==> src/rtl/num_data.v <==
// Shared datapath width plus accumulator-stage state encodings and saturation bounds.
`ifndef NUM_DATA_V
`define NUM_DATA_V

`define DATA_LEN 16

`define ACC_ST_IDLE  2'd0
`define ACC_ST_ACCUM 2'd1
`define ACC_ST_BIAS  2'd2
`define ACC_ST_OUT   2'd3

`define SAT_MAX(n) {1'b0, {((n)-1){1'b1}}}
`define SAT_MIN(n) {1'b1, {((n)-1){1'b0}}}

`endif

==> src/rtl/channel_accum_pkg.sv <==
// Shared constants for the channel accumulator stage.
`include "num_data.v"

package channel_accum_pkg;
  localparam int DATA_LEN = `DATA_LEN;

  localparam logic [1:0] ST_IDLE  = `ACC_ST_IDLE;
  localparam logic [1:0] ST_ACCUM = `ACC_ST_ACCUM;
  localparam logic [1:0] ST_BIAS  = `ACC_ST_BIAS;
  localparam logic [1:0] ST_OUT   = `ACC_ST_OUT;
endpackage

==> src/rtl/channel_accum_sat_round.sv <==
// Combinational W -> DW signed clamp with optional ReLU and a clip flag.
`include "num_data.v"

module sat_round #(
   parameter int W    = 20,
   parameter int DW   = 16,
   parameter bit RELU = 1'b0
) (
   input  logic [W-1:0]  acc,
   output logic [DW-1:0] q,
   output logic          clip
);
   logic fits;

   always_comb begin
      // Value fits when every bit above the result sign bit matches it.
      fits = (acc[W-1:DW-1] == {(W-DW+1){acc[DW-1]}});
      q    = acc[DW-1:0];
      clip = 1'b0;
      if (RELU && acc[W-1]) begin
         q = '0;
      end else if (!fits) begin
         clip = 1'b1;
         q    = acc[W-1] ? `SAT_MIN(DW) : `SAT_MAX(DW);
      end
   end
endmodule

==> src/rtl/channel_accum.sv <==
// Sums NUM_PHASES partial dot products, adds bias, saturates to DATA_LEN.
// Optional ReLU on the result via macro CHANNEL_ACCUM_RELU_EN.
`include "num_data.v"

module channel_accum
  import channel_accum_pkg::*;
#(
  parameter int NUM_PHASES = 3,
  parameter int GUARD_BITS = 4
) (
  input  logic                 clk,
  input  logic                 rst_n,
  input  logic                 start,
  input  logic                 in_valid,
  input  logic [`DATA_LEN-1:0] d,
  input  logic [`DATA_LEN-1:0] bias,
  output logic                 busy,
  output logic                 valid,
  output logic [`DATA_LEN-1:0] q,
  output logic                 ovf
);
  localparam int W = `DATA_LEN + GUARD_BITS;
  localparam logic [2:0] LAST = 3'(NUM_PHASES - 1);
`ifdef CHANNEL_ACCUM_RELU_EN
  localparam bit RELU = 1'b1;
`else
  localparam bit RELU = 1'b0;
`endif

  logic [1:0]           state_q, state_d;
  logic [W-1:0]         acc_q, acc_d;
  logic [2:0]           cnt_q, cnt_d;
  logic                 in_valid_prev_q;
  logic                 valid_q, valid_d;
  logic [`DATA_LEN-1:0] q_q, q_d;
  logic                 ovf_q, ovf_d;

  logic                 cap;
  logic [W-1:0]         d_ext, bias_ext;
  logic [`DATA_LEN-1:0] sat_q;
  logic                 sat_clip;

  assign cap      = in_valid & ~in_valid_prev_q;
  assign d_ext    = {{GUARD_BITS{d[`DATA_LEN-1]}}, d};
  assign bias_ext = {{GUARD_BITS{bias[`DATA_LEN-1]}}, bias};

  sat_round #(.W(W), .DW(`DATA_LEN), .RELU(RELU)) u_sat (
    .acc  (acc_q),
    .q    (sat_q),
    .clip (sat_clip)
  );

  always_comb begin
    state_d = state_q;
    acc_d   = acc_q;
    cnt_d   = cnt_q;
    valid_d = 1'b0;
    q_d     = q_q;
    ovf_d   = ovf_q;
    if (start) begin
      state_d = ST_ACCUM;
      acc_d   = '0;
      cnt_d   = '0;
      ovf_d   = 1'b0;
    end else begin
      case (state_q)
        ST_ACCUM: if (cap) begin
          acc_d = acc_q + d_ext;
          cnt_d = cnt_q + 3'd1;
          if (cnt_q == LAST) state_d = ST_BIAS;
        end
        ST_BIAS: begin
          acc_d   = acc_q + bias_ext;
          state_d = ST_OUT;
        end
        ST_OUT: begin
          q_d     = sat_q;
          valid_d = 1'b1;
          ovf_d   = ovf_q | sat_clip;
          state_d = ST_IDLE;
        end
        default: ;
      endcase
    end
  end

  always_ff @(posedge clk or negedge rst_n) begin
    if (!rst_n) begin
      state_q         <= ST_IDLE;
      acc_q           <= '0;
      cnt_q           <= '0;
      in_valid_prev_q <= 1'b0;
      valid_q         <= 1'b0;
      q_q             <= '0;
      ovf_q           <= 1'b0;
    end else begin
      state_q         <= state_d;
      acc_q           <= acc_d;
      cnt_q           <= cnt_d;
      in_valid_prev_q <= in_valid;
      valid_q         <= valid_d;
      q_q             <= q_d;
      ovf_q           <= ovf_d;
    end
  end

  assign busy  = (state_q != ST_IDLE);
  assign valid = valid_q;
  assign q     = q_q;
  assign ovf   = ovf_q;
endmodule

==> config.mk <==
export PLATFORM = sky130hd
export DESIGN_NAME = channel_accum
export DESIGN_NICKNAME = d
export VERILOG_FILES = /design/src/rtl/channel_accum_pkg.sv /design/src/rtl/channel_accum_sat_round.sv /design/src/rtl/channel_accum.sv
export VERILOG_INCLUDE_DIRS = /design/src /design/src/rtl
export SDC_FILE = /design/constraint.sdc
export NUM_CORES = 1
export LEC_CHECK = 0
export CAP_MARGIN = 20
export CORE_UTILIZATION = 50
export CTS_CLUSTER_DIAMETER = 40
export CTS_CLUSTER_SIZE = 30
export DETAILED_ROUTE_END_ITERATION = 10
export HOLD_SLACK_MARGIN = 0.05
export PLACE_DENSITY = 0.83
export SLEW_MARGIN = 20
export SYNTH_ARGS = -nofsm -noshare
export SYNTH_HDL_FRONTEND = slang
export SYNTH_SLANG_ARGS = --single-unit
==> constraint.sdc <==
create_clock -name clk -period 4.7 [get_ports clk]
set_input_delay 0.705 -clock clk [delete_from_list [all_inputs] [get_ports clk]]
set_output_delay 0.705 -clock clk [all_outputs]
set_load 0.05 [all_outputs]
==> impl_metrics.tcl <==
set metrics [dict create \
    status "complete, no violations" \
    critPathBufInv 3 \
    power.combinational.fraction_pct 59.2 \
    first_pass_grt_wire_length_um 12520 \
    pin_count_of_the_biggest_net_entering_global_routing 45 \
    critPathKind "flop to flop" \
    first_iter_violations 218 \
    maxSlewHeadroom_pct 47.12 \
    finalSetupTns_ns 0 \
    port-buffer-count 54 \
    grt_remaining_overflow 0 \
    tritoncts_clock_tree "built" \
    die_width_um 82.21 \
    finish.net_count 481 \
    timing.critical_path.slowest_cell_delay_ns 0.52 \
    post_route_cells_drive_above_1_share_pct 10.53 \
    cts_made_buffers 5 \
    cts.htree.levels 2 \
    insertedDiodeCount 0 \
    antenna_violations_before_repair 0 \
    postCtsSetupRepairBufs 0 \
    remaining_drc_errors 0 \
    synthArstFlopShare_pct 100.0 \
    final.fill_count 482 \
    insertion_delay_ns 0.29 \
    layout.cells.most_common "sky130_fd_sc_hd__clkdlybuf4s50_1" \
    vias_in_the_first_global_route 2814 \
    detailed_place_hpwl_um 5627 \
    clkSinkCount 44 \
    route.layer.met1.wl_um 3325 \
    coreArea_um2 6061 \
    hold_path.class "input port to async pin" \
    detailedRoute.firstPassIterationCount 4 \
    clock_power_share_pct 12.2 \
    routed_length_on_met2_um 3719 \
    met3_length_um 477 \
    switching_share_pct 48.03 \
    post_synth_num_cell_types 66 \
    ant_nets 0 \
    die-height_um 82.21 \
    required_ns 4.87 \
    synth.yosys.warnings 0 \
    reg2reg_slack_ns 1.12 \
    seq_area_frac_synth_pct 34.23 \
    crit_slowest_cell "sky130_fd_sc_hd__or4b_1" \
    synth_top_area_share_pct 34.23 \
    post_synthesis_area_per_instance_um2 8.741 \
    ratio_of_final_minimum_period_to_clock_period_pct 76.10 \
    root_buffer "sky130_fd_sc_hd__clkbuf_8" \
    synth.net_count 432 \
    synthCells 368 \
    overall_routing_resource_usage_pct 24.14 \
    synth-main-ff-cell "sky130_fd_sc_hd__dfrtp_1" \
    cts_buffer_depth 2 \
    synth.top_cells.by_area "sky130_fd_sc_hd__dfrtp_1 (34%), sky130_fd_sc_hd__ha_1 (11%), sky130_fd_sc_hd__a21oi_1 (6.5%)" \
    internal_power_w 0.001055 \
    timing.max_cap.violations 0 \
    power.ir.vdd_worst_uv 385.0 \
    post_drt_wl_per_cell_um 15.48 \
    area.growth.synth_to_final_pct 21.90 \
    cts.clk_slew.worst_paths_ns 0.08 \
    routed_via_density 5.921 \
    finalWorstPathRequiredPeriod_ns 3.576 \
    worst_clock_skew_ns 0.006791 \
    routabilityCongestion 0.9454 \
    hold_viol_final 0 \
    fin_hold_ws_ns 0.3832 \
    number_of_flops_mapped_to_enable_cells_by_yosys 0 \
    p_seq_share_pct 28.7 \
    finalSetupViolCount 0 \
    mappedNetlistArea_um2 3217 \
    yosys.area.top_type "sky130_fd_sc_hd__dfrtp_1" \
    slew_viol_final 0 \
    power.density_nw_per_um2 517.8 \
    cts.repair.resized 0 \
    worst_pin_slew_ns 0.7932 \
    power_leakage_nw 1.749 \
    worstSetupEndpointType "flop" \
    dr_total_vias 2919 \
    cts_hold_buf 0 \
    cp_max_fo 17 \
    worstSetupStartpointType "flop" \
    worstPathCellList "inv_1 -> ha_1 -> buf_4 -> mux2i_2 -> inv_1 -> ha_1 -> a211o_1 -> o21bai_1 -> a221oi_4 -> a21oi_1 -> a41o_1 -> or4b_1" \
    crit_arrival_ns 3.74 \
    dr.max_layer_used "met4" \
    crit_family "compound AO/OA/AOI/OAI gates" \
    layout.cells.most_common_list "sky130_fd_sc_hd__clkdlybuf4s50_1 (53), sky130_fd_sc_hd__nor2_1 (51), sky130_fd_sc_hd__dfrtp_1 (44)" \
    std_cell_rows 28 \
    switchingPower_w 0.0009752 \
    wl_um 7632 \
    fp.dieArea_um2 6758 \
    max_freq_mhz 279.6 \
    initial_utilization_pct 53.08 \
    grt_setup_unrepaired "no" \
    ys_seq_elements 44 \
    pin_count 55 \
]
==> layout make-up <==
cell class / count / area [um2] / share of cell area (%)
well taps: 75 / 93.84 / 2.393
clock inverters: 1 / 7.507 / 0.1914
inverters: 17 / 63.81 / 1.627
multi-input cells: 291 / 1983 / 50.57
flip-flops and latches: 44 / 1101 / 28.08
clock buffers: 7 / 86.33 / 2.202
repair buffers: 58 / 585.6 / 14.93
==> Yosys cell counts (3+ instances only) <==
cell,number
sky130_fd_sc_hd__inv_1,17
sky130_fd_sc_hd__clkbuf_1,11
sky130_fd_sc_hd__nor3_1,5
sky130_fd_sc_hd__a211oi_1,3
sky130_fd_sc_hd__nor2_1,51
sky130_fd_sc_hd__nand3_1,6
sky130_fd_sc_hd__mux2_2,16
sky130_fd_sc_hd__nand2_1,36
sky130_fd_sc_hd__nand3b_1,8
sky130_fd_sc_hd__a21oi_1,42
sky130_fd_sc_hd__nand4_1,5
sky130_fd_sc_hd__o21ai_1,4
sky130_fd_sc_hd__xnor2_1,5
sky130_fd_sc_hd__a21o_1,9
sky130_fd_sc_hd__nor3b_1,3
sky130_fd_sc_hd__o211ai_1,3
sky130_fd_sc_hd__xor2_1,4
sky130_fd_sc_hd__o21ai_0,9
sky130_fd_sc_hd__a211o_1,3
sky130_fd_sc_hd__dfrtp_1,44
sky130_fd_sc_hd__ha_1,27
==> final timing paths <==
path,startpoint,endpoint,depth (start not counted)
worst max-delay path,state_q[0],acc_q[19],12
worst min-delay path,rst_n,q[4],1
worst max register to register,state_q[0],acc_q[19],12
worst min register to register,ovf,ovf,2
max in group asynchronous,rst_n,acc_q[16],2
min in group clk,ovf,ovf,2
==> power by group through the flow <==
stage / Combinational, W / Sequential [W] / Clock, W
2_1_floorplan: 0.000617 / 0.000825 / 0
3_3_place_gp: 0.00115 / 0.000581 / 0
3_5_place_dp: 0.00118 / 0.000591 / 0
4_1_cts: 0.00119 / 0.000582 / 0.000255
5_1_grt: 0.00131 / 0.000599 / 0.000266
6_report: 0.00120 / 0.000582 / 0.000247
==> sequential cells by signal, indices dropped and copies added, names as in the netlist <==
| register | count |
|---|---|
| acc_q | 20 |
| cnt_q | 3 |
| in_valid_prev_q | 1 |
| ovf | 1 |
| q | 16 |
| state_q | 2 |
| valid | 1 |
==> kinds of logic (layout without fill, tap and decap cells) <==
logic type	count (synthesis)	count (layout)	share of synthesized area [%]
fa+ha+maj	28	28	11.12
compound gates	99	99	20.54
simple gates	136	136	20.65
flops	44	44	34.23
mux	19	19	6.651
buf+inv	33	83	4.356
xor+xnor	9	9	2.450
==> through the flow <==
step           instances  util [%]  setup slack [ns]  cell area (um2)  power [W]
6_report             493     64.70             1.124             3921   0.002031
2_1_floorplan        368         -             1.255             3217   0.001442
4_1_cts              492     64.12             1.137             3886   0.002024
3_3_place_gp         484     62.57             1.200             3792   0.001731
5_1_grt              493     64.70            0.9735             3921   0.002172
3_5_place_dp         484     62.57             1.072             3792   0.001772
==> worst reg2reg max path, stage by stage (launching register included) <==
cell and delay (ns):
sky130_fd_sc_hd__dfrtp_1 0.41, sky130_fd_sc_hd__inv_1 0.11, sky130_fd_sc_hd__ha_1 0.18, sky130_fd_sc_hd__buf_4 0.28, sky130_fd_sc_hd__mux2i_2 0.32, sky130_fd_sc_hd__inv_1 0.17
sky130_fd_sc_hd__ha_1 0.40, sky130_fd_sc_hd__a211o_1 0.31, sky130_fd_sc_hd__o21bai_1 0.19, sky130_fd_sc_hd__a221oi_4 0.29, sky130_fd_sc_hd__a21oi_1 0.08, sky130_fd_sc_hd__a41o_1 0.21
sky130_fd_sc_hd__or4b_1 0.52
==> metal layers <==
| metal | up-vias | track usage (%) |
|---|---|---|
| met5 | - | 0 |
| li1 | 1413 | - |
| met4 | 0 | 9.649 |
| met2 | 97 | 42.48 |
| met3 | 10 | 3.187 |
| met1 | 1399 | 29.68 |
Note: power is estimated with default switching activity, not from simulation.
